==> config.mk <==
export PLATFORM = sky130hd
export DESIGN_NAME = pc_fetch_seq
export DESIGN_NICKNAME = d
export VERILOG_FILES = /design/src/rtl/pc_fetch_seq.sv
export SDC_FILE = /design/constraint.sdc
export NUM_CORES = 1
export LEC_CHECK = 0
export BUFFER_PORTS_ARGS = -buffer_cell sky130_fd_sc_hd__buf_2
export CORE_ASPECT_RATIO = 0.9
export CORE_MARGIN = 10
export CORE_UTILIZATION = 33
export CTS_CLUSTER_DIAMETER = 200
export DETAILED_ROUTE_END_ITERATION = 16
export PLACE_DENSITY = 0.61
export SYNTH_ARGS = -nofsm -noshare
export SYNTH_HDL_FRONTEND = slang
export SYNTH_SLANG_ARGS = --single-unit
==> constraint.sdc <==
create_clock -name clk -period 3.8 [get_ports clk]
set_input_delay 0.19 -clock clk [delete_from_list [all_inputs] [get_ports clk]]
set_output_delay 0.19 -clock clk [all_outputs]
set_load 0.005 [all_outputs]
==> src/rtl/pc_fetch_seq.sv <==
// Instruction-fetch sequencer: PC register, credit-limited imem requests,
// and an in-order fetch buffer that is flushed on redirect.
module pc_fetch_seq #(
    parameter logic [31:0] RESET_PC = 32'h0000_0000,
    parameter int          QDEPTH   = 2,
    parameter logic [31:0] PC_STEP  = 32'd4
) (
    input  logic        clk,
    input  logic        rst_n,
    input  logic        redirect_valid,
    input  logic [31:0] redirect_pc,
    output logic [31:0] pc_out,
    output logic        imem_req_valid,
    output logic [31:0] imem_req_addr,
    input  logic        imem_req_ready,
    input  logic        imem_rsp_valid,
    input  logic [31:0] imem_rsp_data,
    output logic        inst_valid,
    output logic [31:0] inst_data,
    output logic [31:0] inst_pc,
    input  logic        inst_ready
);

    localparam int AW = $clog2(QDEPTH);
    localparam int CW = $clog2(QDEPTH + 1);

    typedef enum logic [1:0] {
        IDLE  = 2'd0,
        RUN   = 2'd1,
        FLUSH = 2'd2
    } state_e;

    state_e        state_q, state_d;
    logic [31:0]   pc_q, pc_d;
    logic [AW-1:0] head_q, head_d;
    logic [CW-1:0] buf_q, buf_d;
    logic [CW-1:0] out_q, out_d;
    logic [31:0]   data_q [QDEPTH];
    logic [31:0]   data_d [QDEPTH];
    logic [31:0]   spc_q  [QDEPTH];
    logic [31:0]   spc_d  [QDEPTH];

    logic [CW:0]   occ;
    logic [CW:0]   fill_sum;
    logic [CW+1:0] alloc_sum;
    logic [AW-1:0] fill_idx;
    logic [AW-1:0] alloc_idx;
    logic          acc;
    logic          pop;
    logic          rsp_ok;

    // Slot order from head: buffered words, then allocated in-flight slots.
    assign occ       = {1'b0, buf_q} + {1'b0, out_q};
    assign fill_sum  = (CW+1)'(head_q) + (CW+1)'(buf_q);
    assign alloc_sum = (CW+2)'(fill_sum) + (CW+2)'(out_q);
    assign fill_idx  = fill_sum[AW-1:0];
    assign alloc_idx = alloc_sum[AW-1:0];

    assign imem_req_valid = (state_q == RUN) && (occ < (CW+1)'(QDEPTH))
                            && !redirect_valid;
    assign acc    = imem_req_valid && imem_req_ready;
    assign pop    = (buf_q != '0) && inst_ready;
    assign rsp_ok = imem_rsp_valid && (out_q != '0);

    assign pc_out        = pc_q;
    assign imem_req_addr = pc_q;
    assign inst_valid    = (buf_q != '0);
    assign inst_data     = data_q[head_q];
    assign inst_pc       = spc_q[head_q];

    always_comb begin
        state_d = state_q;
        pc_d    = pc_q;
        head_d  = head_q;
        buf_d   = buf_q;
        out_d   = out_q;
        data_d  = data_q;
        spc_d   = spc_q;
        unique case (state_q)
            IDLE: begin
                state_d = RUN;
            end
            RUN, FLUSH: begin
                out_d = out_q + CW'(acc) - CW'(rsp_ok);
                if (acc) begin
                    pc_d = pc_q + PC_STEP;
                    spc_d[alloc_idx] = pc_q;
                end
                if (pop) begin
                    head_d = head_q + 1'b1;
                end
                if (redirect_valid) begin
                    pc_d    = redirect_pc;
                    buf_d   = '0;
                    state_d = (out_d != '0) ? FLUSH : RUN;
                end else if (state_q == RUN) begin
                    if (rsp_ok) begin
                        data_d[fill_idx] = imem_rsp_data;
                    end
                    buf_d = buf_q + CW'(rsp_ok) - CW'(pop);
                end else if (out_d == '0) begin
                    state_d = RUN;
                end
            end
            default: begin
                state_d = IDLE;
            end
        endcase
    end

    always_ff @(posedge clk or negedge rst_n) begin
        if (!rst_n) begin
            state_q <= IDLE;
            pc_q    <= RESET_PC;
            head_q  <= '0;
            buf_q   <= '0;
            out_q   <= '0;
            for (int i = 0; i < QDEPTH; i++) begin
                data_q[i] <= '0;
                spc_q[i]  <= '0;
            end
        end else begin
            state_q <= state_d;
            pc_q    <= pc_d;
            head_q  <= head_d;
            buf_q   <= buf_d;
            out_q   <= out_d;
            data_q  <= data_d;
            spc_q   <= spc_d;
        end
    end

`ifndef SYNTHESIS
    // A response with nothing in flight breaks the memory protocol.
    a_no_orphan_rsp: assert property (@(posedge clk) disable iff (!rst_n)
        !(imem_rsp_valid && out_q == '0));
`endif

endmodule

* After elaboration in Yosys (flattened, before gate mapping) *
Index checks and enable logic that the tools add are counted.

word-level totals
  register bits = 167
  bits of input ports = 70
  output and inout bits = 130
  word-level logic and storage cells = 75

operators by class
  add/sub/neg operators = 9
  $lt $le $gt $ge = 6
  equal/unequal tests = 4
  muxes and demuxes = 21
  bitwise gates (word level) = 4
  reduce and logical (&&, ||, !) cells = 22

operators by type and width
  kind                   number
  $mux 32                10
  $bwmux 64              2
  $demux 32 s1           2
  $add 32x3->32 const B  1
  $mux 2                 6
  $reduce_and 2->1       5
  $reduce_bool 2->1      5
  $logic_and 1x1->1      7
  $ge 2x2->1 const B     3
  $ne 3x3->1 const B     2
  $not 1->2              3
  $add 2x1->2            2
  $logic_not 2->1        2
  $lt 2x1->1 const B     2
  $pmux 2 s2             1
  $reduce_and 4->1       1
  $sub 2x1->2            2
  $add 2x2->3            1
  $lt 3x2->1 const B     1
  $add 1x1->1            2
  $eq 2x1->1 const B     1
  $eq 2x2->1 const B     1
  $reduce_or 2->1        1
  $add 1x1->1 const B    1
  2 further kinds        2

* Depth between registers and ports, before layout *
Gate-level depths: netlist of run 1.

  depth in word-level cells = 12
  depth in mapped cells = 12
  depth with buffers taken out = 12

* Worst setup path after synthesis of run 1 *
OpenSTA, ideal clock, no wires.

  path type = flip-flop to flip-flop
  start = register out_q[0]
  end = register state_q[0]
  setup time = 0.134 ns
  data arrival time = 2.748 ns
  data required time = 3.666 ns
  setup slack = 0.918 ns
  stages on the path, launching flop included = 13
  path buffers = 0
  period minus slack after synthesis = 2.882 ns
  cell sequence = dfrtp_1 and2_1 fa_1 nor4b_1 nand2_1 ha_1 inv_1 ha_1 xnor3_1 nand2_1 a21oi_1 o21ai_0 o31ai_1

on the way
  cells in the longest elaborated chain, start to end = 11
  elaborated cells on any way between the ends = 16
  those cells by class = 3 x add/sub; 1 x order compare; 1 x eq/ne; 3 x mux; 8 x reduce/logical

ends and longest elaborated chain
  what                      line  source
  start, declared           37    logic [CW-1:0] out_q, out_d;
  start signal, assigned    127   out_q <= out_d;
  $add 2x2->3 *             53    assign occ = {1'b0, buf_q} + {1'b0, out_q};
  $lt 3x2->1 *              59    assign imem_req_valid = (state_q == RUN) && (occ < (CW+1)'(QDEPTH))
  $logic_and 1x1->1 *       59
  $logic_and 1x1->1 *       60    && !redirect_valid;
  named net imem_req_valid  13    output logic imem_req_valid,
  $logic_and 1x1->1 *       61    assign acc = imem_req_valid && imem_req_ready;
  $add 2x1->2 *             84    out_d = out_q + CW'(acc) - CW'(rsp_ok);
  $sub 2x1->2 *             84
  $reduce_bool 2->1         95    state_d = (out_d != '0) ? FLUSH : RUN;
  $mux 2                    95
  $mux 2                    92    if (redirect_valid) begin
  $pmux 2 s2                79    unique case (state_q)
  end signal, assigned      123   state_q <= state_d;
  end, declared             33    state_e state_q, state_d;

Mark *: on every way through the listed nets, which the timed path passes. The rest lies on a longest branch.
A chain may end at the register's enable or synchronous reset.

* Worst setup path after layout of run 1 *
  start = register out_q[0]
  end = register state_q[0]

on the way
  cells in the longest elaborated chain, start to end = 11
  elaborated cells on any way between the ends = 16
  those cells by class = 3 x add/sub; 1 x order compare; 1 x eq/ne; 3 x mux; 8 x reduce/logical

ends and longest elaborated chain
  what               line
  $add 2x2->3        53
  $lt 3x2->1         59
  $logic_and 1x1->1  59
  $logic_and 1x1->1  60
  $logic_and 1x1->1  61
  $add 2x1->2        84
  $sub 2x1->2 *      84
  $reduce_bool 2->1  95
  $mux 2             95
  $mux 2             92
  $pmux 2 s2         79

Every way passes the cells marked *; elsewhere a longest branch is shown, timed or not.

==> results of run 1 <==
## cells in the final DEF (no fill, tap or decap), types with 8 or more instances in the layout
cell	n
nand2_1	31
ha_1	8
nand3_1	10
nor3_1	10
a21oi_1	35
and3_1	8
inv_1	10
nor2_1	18
mux2_2	190
nand4_1	10
dfrtp_1	166
dlygate4sd3_1	17
buf_2	198
clkbuf_16	17
buf_4	13
o22ai_1	11
o21ai_0	22
## per-stage QoR
stage                     area [sq um]  utilization [%]  hold slack [ps]  total power (W)
final                            10300             41.0             17.9          0.00847
after global routing             10300             41.0             3.30          0.00912
after floorplan                   8390                -             -106          0.00551
after global placement            9550             38.0              362          0.00679
after detailed placement          9550             38.0              359          0.00685
after CTS                        10300             41.0            0.403          0.00860
## cells by family after synthesis
| logic type | after synthesis |
|---|---|
| AO/OA/AOI/OAI | 99 |
| flip-flops | 167 |
| buffers and inverters | 86 |
| multiplexers | 196 |
| XOR/XNOR | 7 |
| adder cells (fa/ha/maj) | 9 |
| AND/OR/NAND/NOR | 124 |
## state kept, by name (all words and copies together), names as in the netlist
name,cells
data_q,64
spc_q,64
imem_req_addr,32
buf_q,2
out_q,2
state_q,2
head_q,1
## worst register-to-register path, delay by kind of cell, from the launching register on
family          cells  cell delay [ps]
fa+ha+maj           3              990
simple gates        4              820
compound gates      3              430
flops               1              430
xor+xnor            1              230
buf+inv             1               40
## report_power, final
part / total (W) / internal, W / switching [W] / leakage [nW]
clock: 0.00170 / 0.000879 / 0.000820 / 0.277
combinational: 0.00349 / 0.00188 / 0.00161 / 2.47
sequential: 0.00328 / 0.00257 / 0.000708 / 2.09
total: 0.00847 / 0.00533 / 0.00314 / 4.84
## cells in the mapped netlist, drive strengths merged (3+ instances only)
cell type / number / area, sq um
inv: 10 / 37.5
nor4: 5 / 61.3
nor3: 11 / 60.1
mux2i: 3 / 30.0
a311oi: 3 / 26.3
ha: 8 / 100
nor2: 20 / 75.1
xor2: 3 / 26.3
and2: 3 / 18.8
nand3: 10 / 50.1
a21oi: 35 / 175
nor4b: 3 / 32.5
mux2: 193 / 2170
or4: 3 / 26.3
nand4: 13 / 126
dfrtp: 167 / 4180
clkbuf: 26 / 97.6
a41o: 3 / 31.3
o21ai: 24 / 120
o2bb2ai: 3 / 26.3
o22ai: 11 / 68.8
buf: 49 / 325
xnor2: 3 / 26.3
and3: 8 / 50.1
nand2: 32 / 120
nor2b: 5 / 31.3
## final cells by class
class / instances / area (sq um)
clock buffers: 17 / 425
fillers: 2418 / 14800
multi-input cells: 435 / 3780
inverters: 11 / 41.3
flip-flops and latches: 167 / 4180
well taps: 342 / 428
clock inverters: 15 / 158
repair buffers: 230 / 1290
## path summary, 6_finish.rpt
kind / startpoint / end / slack [ps] / cells past startpoint
worst max-delay path: out_q[0] / state_q[0] / 780 / 12
worst min-delay path: imem_rsp_data[23] / data_q[55] / 20 / 2
worst max register to register: out_q[0] / state_q[0] / 780 / 12
worst min register to register: spc_q[4] / spc_q[4] / 480 / 1
max in group asynchronous: rst_n / imem_req_addr[26] / 2340 / 3
min in group asynchronous: rst_n / data_q[14] / 420 / 2
## layer usage
metal | routed length (um) | share of wire (%)
met1 | 10000 | 44
met2 | 11000 | 49
met3 | 1300 | 5.8
met4 | 216 | 0.96
met5 | 0 | 0
==> impl_metrics.json, run 1 <==
{
  "status": "completed",
  "hpwl_um": 16000,
  "io_buffer_count": 199,
  "synth_mux_area_share_pct": 26.3,
  "drtIter0Drc": 292,
  "routedWlPerCell_um": 18.5,
  "ys_ff_latch": 167,
  "yosysSeqAreaShare_pct": 49.8,
  "critPathKind": "register to register",
  "synth_fp_nets": 767,
  "cts_tree": "done",
  "antenna_found_initial": 0,
  "grt-ovfl-total": 0,
  "dp.cells": 1168,
  "synth.distinct_cells": 63,
  "stdcell_count": 1217,
  "gp_congestion": 0.788,
  "cap_violations": 0,
  "syn_to_final_growth_pct": 22.8,
  "nets": 941,
  "firstDrtPassIters": 5,
  "die-height_um": 171,
  "arrival_ps": 3340,
  "cts_buffer_depth": 2,
  "skew_ps": 10.9,
  "grt_pass1_vias": 6409,
  "ir_drop_uv": 319,
  "diodes": 0,
  "cts_max_level": 4,
  "end_kind": "register",
  "yosys_warnings": 0,
  "start_kind": "register",
  "critPathBufInv": 1,
  "crit_chain": "and2_1, fa_1, nor4b_1, nand2_1, ha_1, inv_1, ha_1, xnor3_1, nand2_1, a21oi_1, o21ai_0, o31ai_1",
  "synth_compound_gate_area_share_pct": 7.23,
  "drive_gt1_share_pct": 52.0,
  "numCtsBuffers": 17,
  "crit_fanout": 5,
  "grt_util_met2_pct": 23.3,
  "fin_ws_ps": 785,
  "hp-class": "input pin to register",
  "grt-busiest-layer": "met2",
  "netlist_area_sq_um": 8390,
  "timing.slew.headroom_pct": 34.9,
  "die_area_sq_um": 32200,
  "via_per_inst": 4.95,
  "clock_sinks": 167,
  "cts_root_buf": "clkbuf_16",
  "ant_nets": 0,
  "tns_ps": 0,
  "post_cts_buffers": 0,
  "grt_usage_pct": 13.9,
  "use_met3_pct": 3.52,
  "rows": 55,
  "p_leak_nw": 4.84,
  "slowest_stage": "fa_1",
  "worst_slew_pin_slew_ps": 977,
  "wirelength_um": 22500,
  "core-area_sq_um": 25100,
  "synthFlopType": "dfrtp_1",
  "synth-simple-area-share_pct": 8.83,
  "period_minus_slack_ps": 3020,
  "crit_family": "adder cells",
  "initial_utilization_pct": 33.4,
  "holdBufCountCts": 17,
  "crit_path_max_incr_delay_ps": 490,
  "grt_pass1_wl_um": 35900,
  "synthAdderAreaFrac_pct": 1.43,
  "period_share_pct": 79.3,
  "cp.required_ps": 4130,
  "syn_inst": 688,
  "finalSetupViolations": 0,
  "slew_violations": 0,
  "power.density_nw_per_um2": 822,
  "clkTransAtPathRegs_ps": 70,
  "vias": 6023,
  "synth_top_family_by_area": "multiplexers",
  "die_w_um": 188,
  "synth_edf_count": 0,
  "synth_xor_area_share_pct": 0.895,
  "drc": 0,
  "synth_area_per_cell_sq_um": 12.2,
  "finalHoldViolCount": 0,
  "async_reset_ff_share_pct": 100,
  "fmax_mhz": 332,
  "grt_start_max_net_pins": 100,
  "ios": 200,
  "cts_resized": 0,
  "rsz0062_at_grt": "no",
  "use_met1_pct": 17.7,
  "clk_latency_ps": 420,
  "dp_slack_ps": 800
}
(Power assumes the default switching activity.)
==> run 2, diff against run 1 <==
ABC_AREA = 1   (was default)
PLACE_DENSITY = 0.6   (was 0.61)
clock period = 2.8 ns   (was 3.8 ns; I/O delays follow)
==> run 2 against run 1 <==
Net effect:
- setup slack worse by 520 ps
- sequential cell count stayed put
- combinational power is 42% higher
- synthesized cell count grew 70%
- clock skew increased by 4.9 ps
- critical path type unchanged
- area after synthesis is 4.0% higher
- clock power up 39%
- maximum frequency grew 19%
- largest power group unchanged
- hold slack gained 1.2 ps
- via count up 31%
- clock-buffer cell count did not move
- first-iteration DRC count grew 100%
- critical endpoint unchanged
==> impl_metrics.json, run 2 <==
{
  "holdPathStages": 5,
  "synth_common_cells": "nand2_1 (491), dfrtp_1 (167), o21ai_0 (129)",
  "synthFlopType": "dfrtp_1",
  "critPathKind": "register to register",
  "power_frac_clock_pct": 20.3,
  "syn_to_final_growth_pct": 23.6,
  "slew_violations": 0,
  "drc": 0,
  "share_comb_of_total_power_pct": 42.5,
  "post_cts_buffers": 0,
  "yosys.area.top_type_share_pct": 47.9,
  "fin_ws_ps": 260,
  "rows": 56,
  "hpwl_um": 18600,
  "cts_root_buf": "clkbuf_16",
  "die-height_um": 174,
  "syn_inst": 1173,
  "core-area_sq_um": 26100,
  "start_kind": "register",
  "worst_slew_pin_slew_ps": 809,
  "hp-class": "input pin to register",
  "nets": 1440,
  "firstDrtPassIters": 5,
  "power.sequential.fraction_pct": 37.2,
  "synth.distinct_cells": 31,
  "finalHoldViolCount": 0,
  "fmax_mhz": 394,
  "finalSetupViolations": 0,
  "power.density_nw_per_um2": 1080,
  "numCtsBuffers": 17,
  "intPower_w": 0.00657,
  "period_minus_slack_ps": 2540,
  "status": "completed",
  "clkTransAtPathRegs_ps": 70,
  "arrival_ps": 2860,
  "clk_latency_ps": 430,
  "synthTopCellsByArea": "dfrtp_1 (48%), nand2_1 (21%), o21ai_0 (7.4%)",
  "n_fill_cell": 2730,
  "grt_pass1_wl_um": 42600,
  "skew_ps": 15.8,
  "timing.slew.headroom_pct": 46.1,
  "grt_pass1_vias": 7849,
  "p_leak_nw": 5.78,
  "gp_congestion": 0.851,
  "drtIter0Drc": 591,
  "cts_buffer_depth": 2,
  "ys_ff_latch": 167,
  "dp_slack_ps": 266,
  "ios": 200,
  "synth_edf_count": 0,
  "grt-ovfl-total": 0,
  "switchingPower_w": 0.00508,
  "drive_gt1_share_pct": 21.3,
  "cts_max_level": 4,
  "ir_drop_uv": 437,
  "grt_usage_pct": 15.8,
  "yosys_warnings": 0,
  "cp.required_ps": 3120,
  "crit_fanout": 5,
  "netlist_area_sq_um": 8730,
  "via_per_inst": 4.59,
  "switching_share_pct": 43.6,
  "antenna_found_initial": 0,
  "initial_utilization_pct": 33.5,
  "io_buffer_count": 199,
  "period_share_pct": 90.7,
  "whs_ps": 19.1,
  "cap_violations": 0,
  "final_common_cell": "nand2_1",
  "yosys.area.top_type": "dfrtp_1",
  "cts_tree": "done",
  "fin_util_pct": 41.4,
  "die_w_um": 191,
  "clock_sinks": 167,
  "routedWlPerCell_um": 15.1,
  "dp.cells": 1652,
  "synth.most_common_cell": "nand2_1",
  "synth_area_per_cell_sq_um": 7.44,
  "layout_common_cells": "nand2_1 (491), buf_2 (198), dfrtp_1 (166)",
  "end_kind": "register",
  "stdcell_count": 1723,
  "synth_fp_nets": 1252,
  "yosysSeqAreaShare_pct": 47.9,
  "async_reset_ff_share_pct": 100,
  "worstRegToRegCells": 18,
  "die_area_sq_um": 33400,
  "wirelength_um": 26100,
  "ant_nets": 0,
  "grt_start_max_net_pins": 66,
  "vias": 7903
}
-- run 2: changes by cell type after synthesis, moves of 8 or more --
cell	change
nand2_1	+459
o21ai_2	+32
and3_1	-8
o22ai_1	-8
nand4_1	-9
inv_1	+85
o21ai_0	+107
nand3_1	+28
a21oi_1	-29
mux2_2	-190
nor2_1	+70
-- run 2: kinds of logic after synthesis --
kind of cell | after synthesis | synth area share [%]
flops | 167 | 47.9
buf+inv | 180 | 9.95
compound gates | 175 | 11.6
xor+xnor | 6 | 0.602
fa+ha+maj | 9 | 1.38
simple gates | 636 | 28.6
-- run 2: worst paths after layout --
| path | start | end | slack [ps] |
|---|---|---|---|
| setup / recovery | buf_q[0] | state_q[0] | 260 |
| hold / removal | redirect_pc[2] | imem_req_addr[2] | 20 |
| setup reg to reg | buf_q[0] | state_q[0] | 260 |
| hold reg to reg | spc_q[41] | spc_q[41] | 480 |
| max in group asynchronous | rst_n | data_q[53] | 1840 |
| min in group asynchronous | rst_n | spc_q[54] | 160 |
-- run 2: critical path: stages, from the launching register on --
cell	delay, ps
dfrtp_1	430
nand2_1	80
inv_1	50
fa_1	470
nor2_2	170
nand3_1	100
ha_1	280
inv_1	40
ha_1	180
inv_1	50
nand2_1	50
nand2_1	60
nand2_1	50
nand2_1	90
nand2_1	70
nand2_1	60
nand2_1	70
nand2_1	60
o21ai_0	70
-- run 2: layout make-up --
cell class	count	area, sq um	share of cell area, %
antenna	1	2.50	0.0232
inverter	98	368	3.41
sequential	167	4180	38.8
tap	348	435	4.04
multi-input combinational	826	3680	34.1
timing repair buffer	251	1510	14.0
clock buffer	17	425	3.95
clock inverter	15	176	1.64
-- run 2: layer usage --
layer	GRT usage (%)	vias up	wire length (um)	share of wire, %
met2	24.1	219	11900	46
met1	21.9	3675	12100	46
met3	3.50	16	1660	6.4
met5	0	-	0	0
li1	-	3993	-	-
met4	4.20	0	346	1.3
-- run 2: power groups by stage --
stage	Combinational, W	Clock, W	Sequential [W]
after floorplan	0.00326	0	0.00413
after global placement	0.00491	0	0.00433
after detailed placement	0.00499	0	0.00437
after CTS	0.00505	0.00244	0.00433
after global routing	0.00570	0.00254	0.00449
final	0.00495	0.00237	0.00433
-- run 2: repair_timing --
action / 4_1_cts / 5_1_grt
hold buffers: 38 / 0
setup endpoints to repair: 0 / 1
resized for setup: 0 / 1
endpoints found under the hold margin: 141 / 0
-- run 2: through the flow --
| stage | cell area (sq um) | TNS, ps | power (W) |
|---|---|---|---|
| final | 10800 | 0 | 0.0117 |
| after global routing | 10800 | -8.17 | 0.0127 |
| after CTS | 10800 | 0 | 0.0118 |
| after detailed placement | 9800 | 0 | 0.00935 |
| after global placement | 9800 | 0 | 0.00924 |
| after floorplan | 8730 | 0 | 0.00739 |
==> run 3, diff against run 2 <==
ABC_AREA = default   (was 1)
PLACE_DENSITY = 0.52   (was 0.6)
SKIP_CTS_REPAIR_TIMING = 1   (was default)
==> run 3 against run 2 <==
Net effect:
- the run now ends with hold timing left
- cell area fell by 0.24%
- sequential cell count did not move
- combinational power is 1% higher
- sequential power increased by 2%
- critical path type unchanged
- largest cell class unchanged
==> impl_metrics.json, run 3 (synthesized netlist as in run 1, its figures left out) <==
{
  "multiInputGateArea_sq_um": 3810,
  "cts_buffer_depth": 2,
  "cts_tree": "done",
  "crit_chain": "and2_4, fa_2, nor4b_4, nand2_1, ha_1, inv_1, ha_2, xnor3_1, nand2_2, a21oi_4, o21ai_1, o31ai_1",
  "status": "finished with violations",
  "ff2ff_setup_slack_ps": 100,
  "gp_congestion": 0.782,
  "grt_usage_pct": 14.1,
  "routedWlPerCell_um": 18.3,
  "finalHoldViolCount": 1,
  "finalSetupViolations": 0,
  "ant_nets": 0,
  "die_area_sq_um": 32200,
  "slew_violations": 0,
  "hpwl_um": 16100,
  "vias": 6093,
  "cts_root_buf": "clkbuf_16",
  "clkTransAtPathRegs_ps": 70,
  "drtIter0Drc": 228,
  "clk_latency_ps": 420,
  "crit_path_max_incr_delay_ps": 500,
  "antenna_found_initial": 1,
  "cap_violations": 0,
  "dp_slack_ps": 9.12,
  "grt_pass1_vias": 6358,
  "ios": 200,
  "period_minus_slack_ps": 2700,
  "core-area_sq_um": 25100,
  "grt_start_max_net_pins": 67,
  "die_w_um": 188,
  "clock_sinks": 167,
  "hp-class": "input pin to register",
  "fin_ws_ps": 99.4,
  "start_kind": "register",
  "drive_gt1_share_pct": 52.1,
  "worst_slew_pin_slew_ps": 991,
  "firstDrtPassIters": 4,
  "io_buffer_count": 199,
  "end_kind": "register",
  "cts_max_level": 4,
  "crit_fanout": 3,
  "numCtsBuffers": 17,
  "via_per_inst": 4.86,
  "rsz0062_at_grt": "yes",
  "drc": 0,
  "power.density_nw_per_um2": 1110,
  "slowest_stage": "fa_2",
  "layout_common_cells": "buf_2 (198), mux2_2 (190), dfrtp_1 (166)",
  "p_leak_nw": 5.04,
  "nets": 977,
  "ir_drop_uv": 421,
  "violations": "hold timing",
  "timing.slew.headroom_pct": 33.9,
  "initial_utilization_pct": 33.4,
  "n_fill_cell": 2398,
  "period_share_pct": 96.4,
  "syn_to_final_growth_pct": 28.2,
  "final_common_cell": "buf_2",
  "die-height_um": 171,
  "wirelength_um": 23000,
  "grt_pass1_wl_um": 36400,
  "fmax_mhz": 370,
  "whs_ps": -25.1,
  "arrival_ps": 2990,
  "register_area_sq_um": 4180,
  "critPathKind": "register to register",
  "postLayoutCellArea_sq_um": 10800,
  "finalPower_w": 0.0119,
  "cp.required_ps": 3090,
  "skew_ps": 10.9,
  "rows": 55,
  "grt-ovfl-total": 0,
  "placed_cell_area_sq_um": 9690
}
run 3: worst max-delay path, delay by kind of cell, from the launching register on:
family | cells | cell delay [ps]
DFF | 1 | 380
xor gates and xnor gates | 1 | 240
buffers and inverters | 1 | 60
adders and majority gates | 3 | 980
and+or+nand+nor | 4 | 620
AOI/OAI and AO/OA | 3 | 280
run 3: power breakdown:
group	internal, W	leakage (nW)	switching, W
Combinational	0.00272	2.65	0.00229
Clock	0.00145	0.298	0.00106
Sequential	0.00349	2.09	0.000924
Total	0.00766	5.04	0.00427
run 3: final cells by class:
type | instances | area share, %
Clock inverter | 14 | 1.71
Inverter | 11 | 0.384
Sequential cell | 167 | 38.9
Multi-Input combinational cell | 435 | 35.5
Antenna cell | 1 | 0.0233
Timing Repair Buffer | 266 | 15.5
Tap cell | 342 | 3.98
Clock buffer | 18 | 4.08
run 3: worst paths after layout:
kind | startpoint | to | cells past startpoint
min in group asynchronous | rst_n | data_q[50] | 2
min reg2reg | data_q[7] | data_q[7] | 1
max | buf_q[0] | state_q[0] | 12
max in group asynchronous | rst_n | data_q[23] | 3
max reg2reg | buf_q[0] | state_q[0] | 12
min | redirect_pc[23] | imem_req_addr[23] | 3
run 3: metal layers:
layer  vias up  track usage (%)  wire [um]
met2       123             23.3      11300
met1      3053             18.3      10500
met3        14             3.16        961
met5         -                0          0
li1       2903                -          -
met4         0             3.27        221
run 3: stage by stage:
| step | setup TNS (ps) | cells | util [%] |
|---|---|---|---|
| 5_1_grt | -68.6 | 1253 | 42.8 |
| 4_1_cts | -27.4 | 1211 | 41.1 |
| 3_5_place_dp | 0 | 1179 | 38.6 |
| 2_1_floorplan | 0 | 688 | - |
| 3_3_place_gp | 0 | 1179 | 38.6 |
| 6_report | 0 | 1254 | 42.8 |
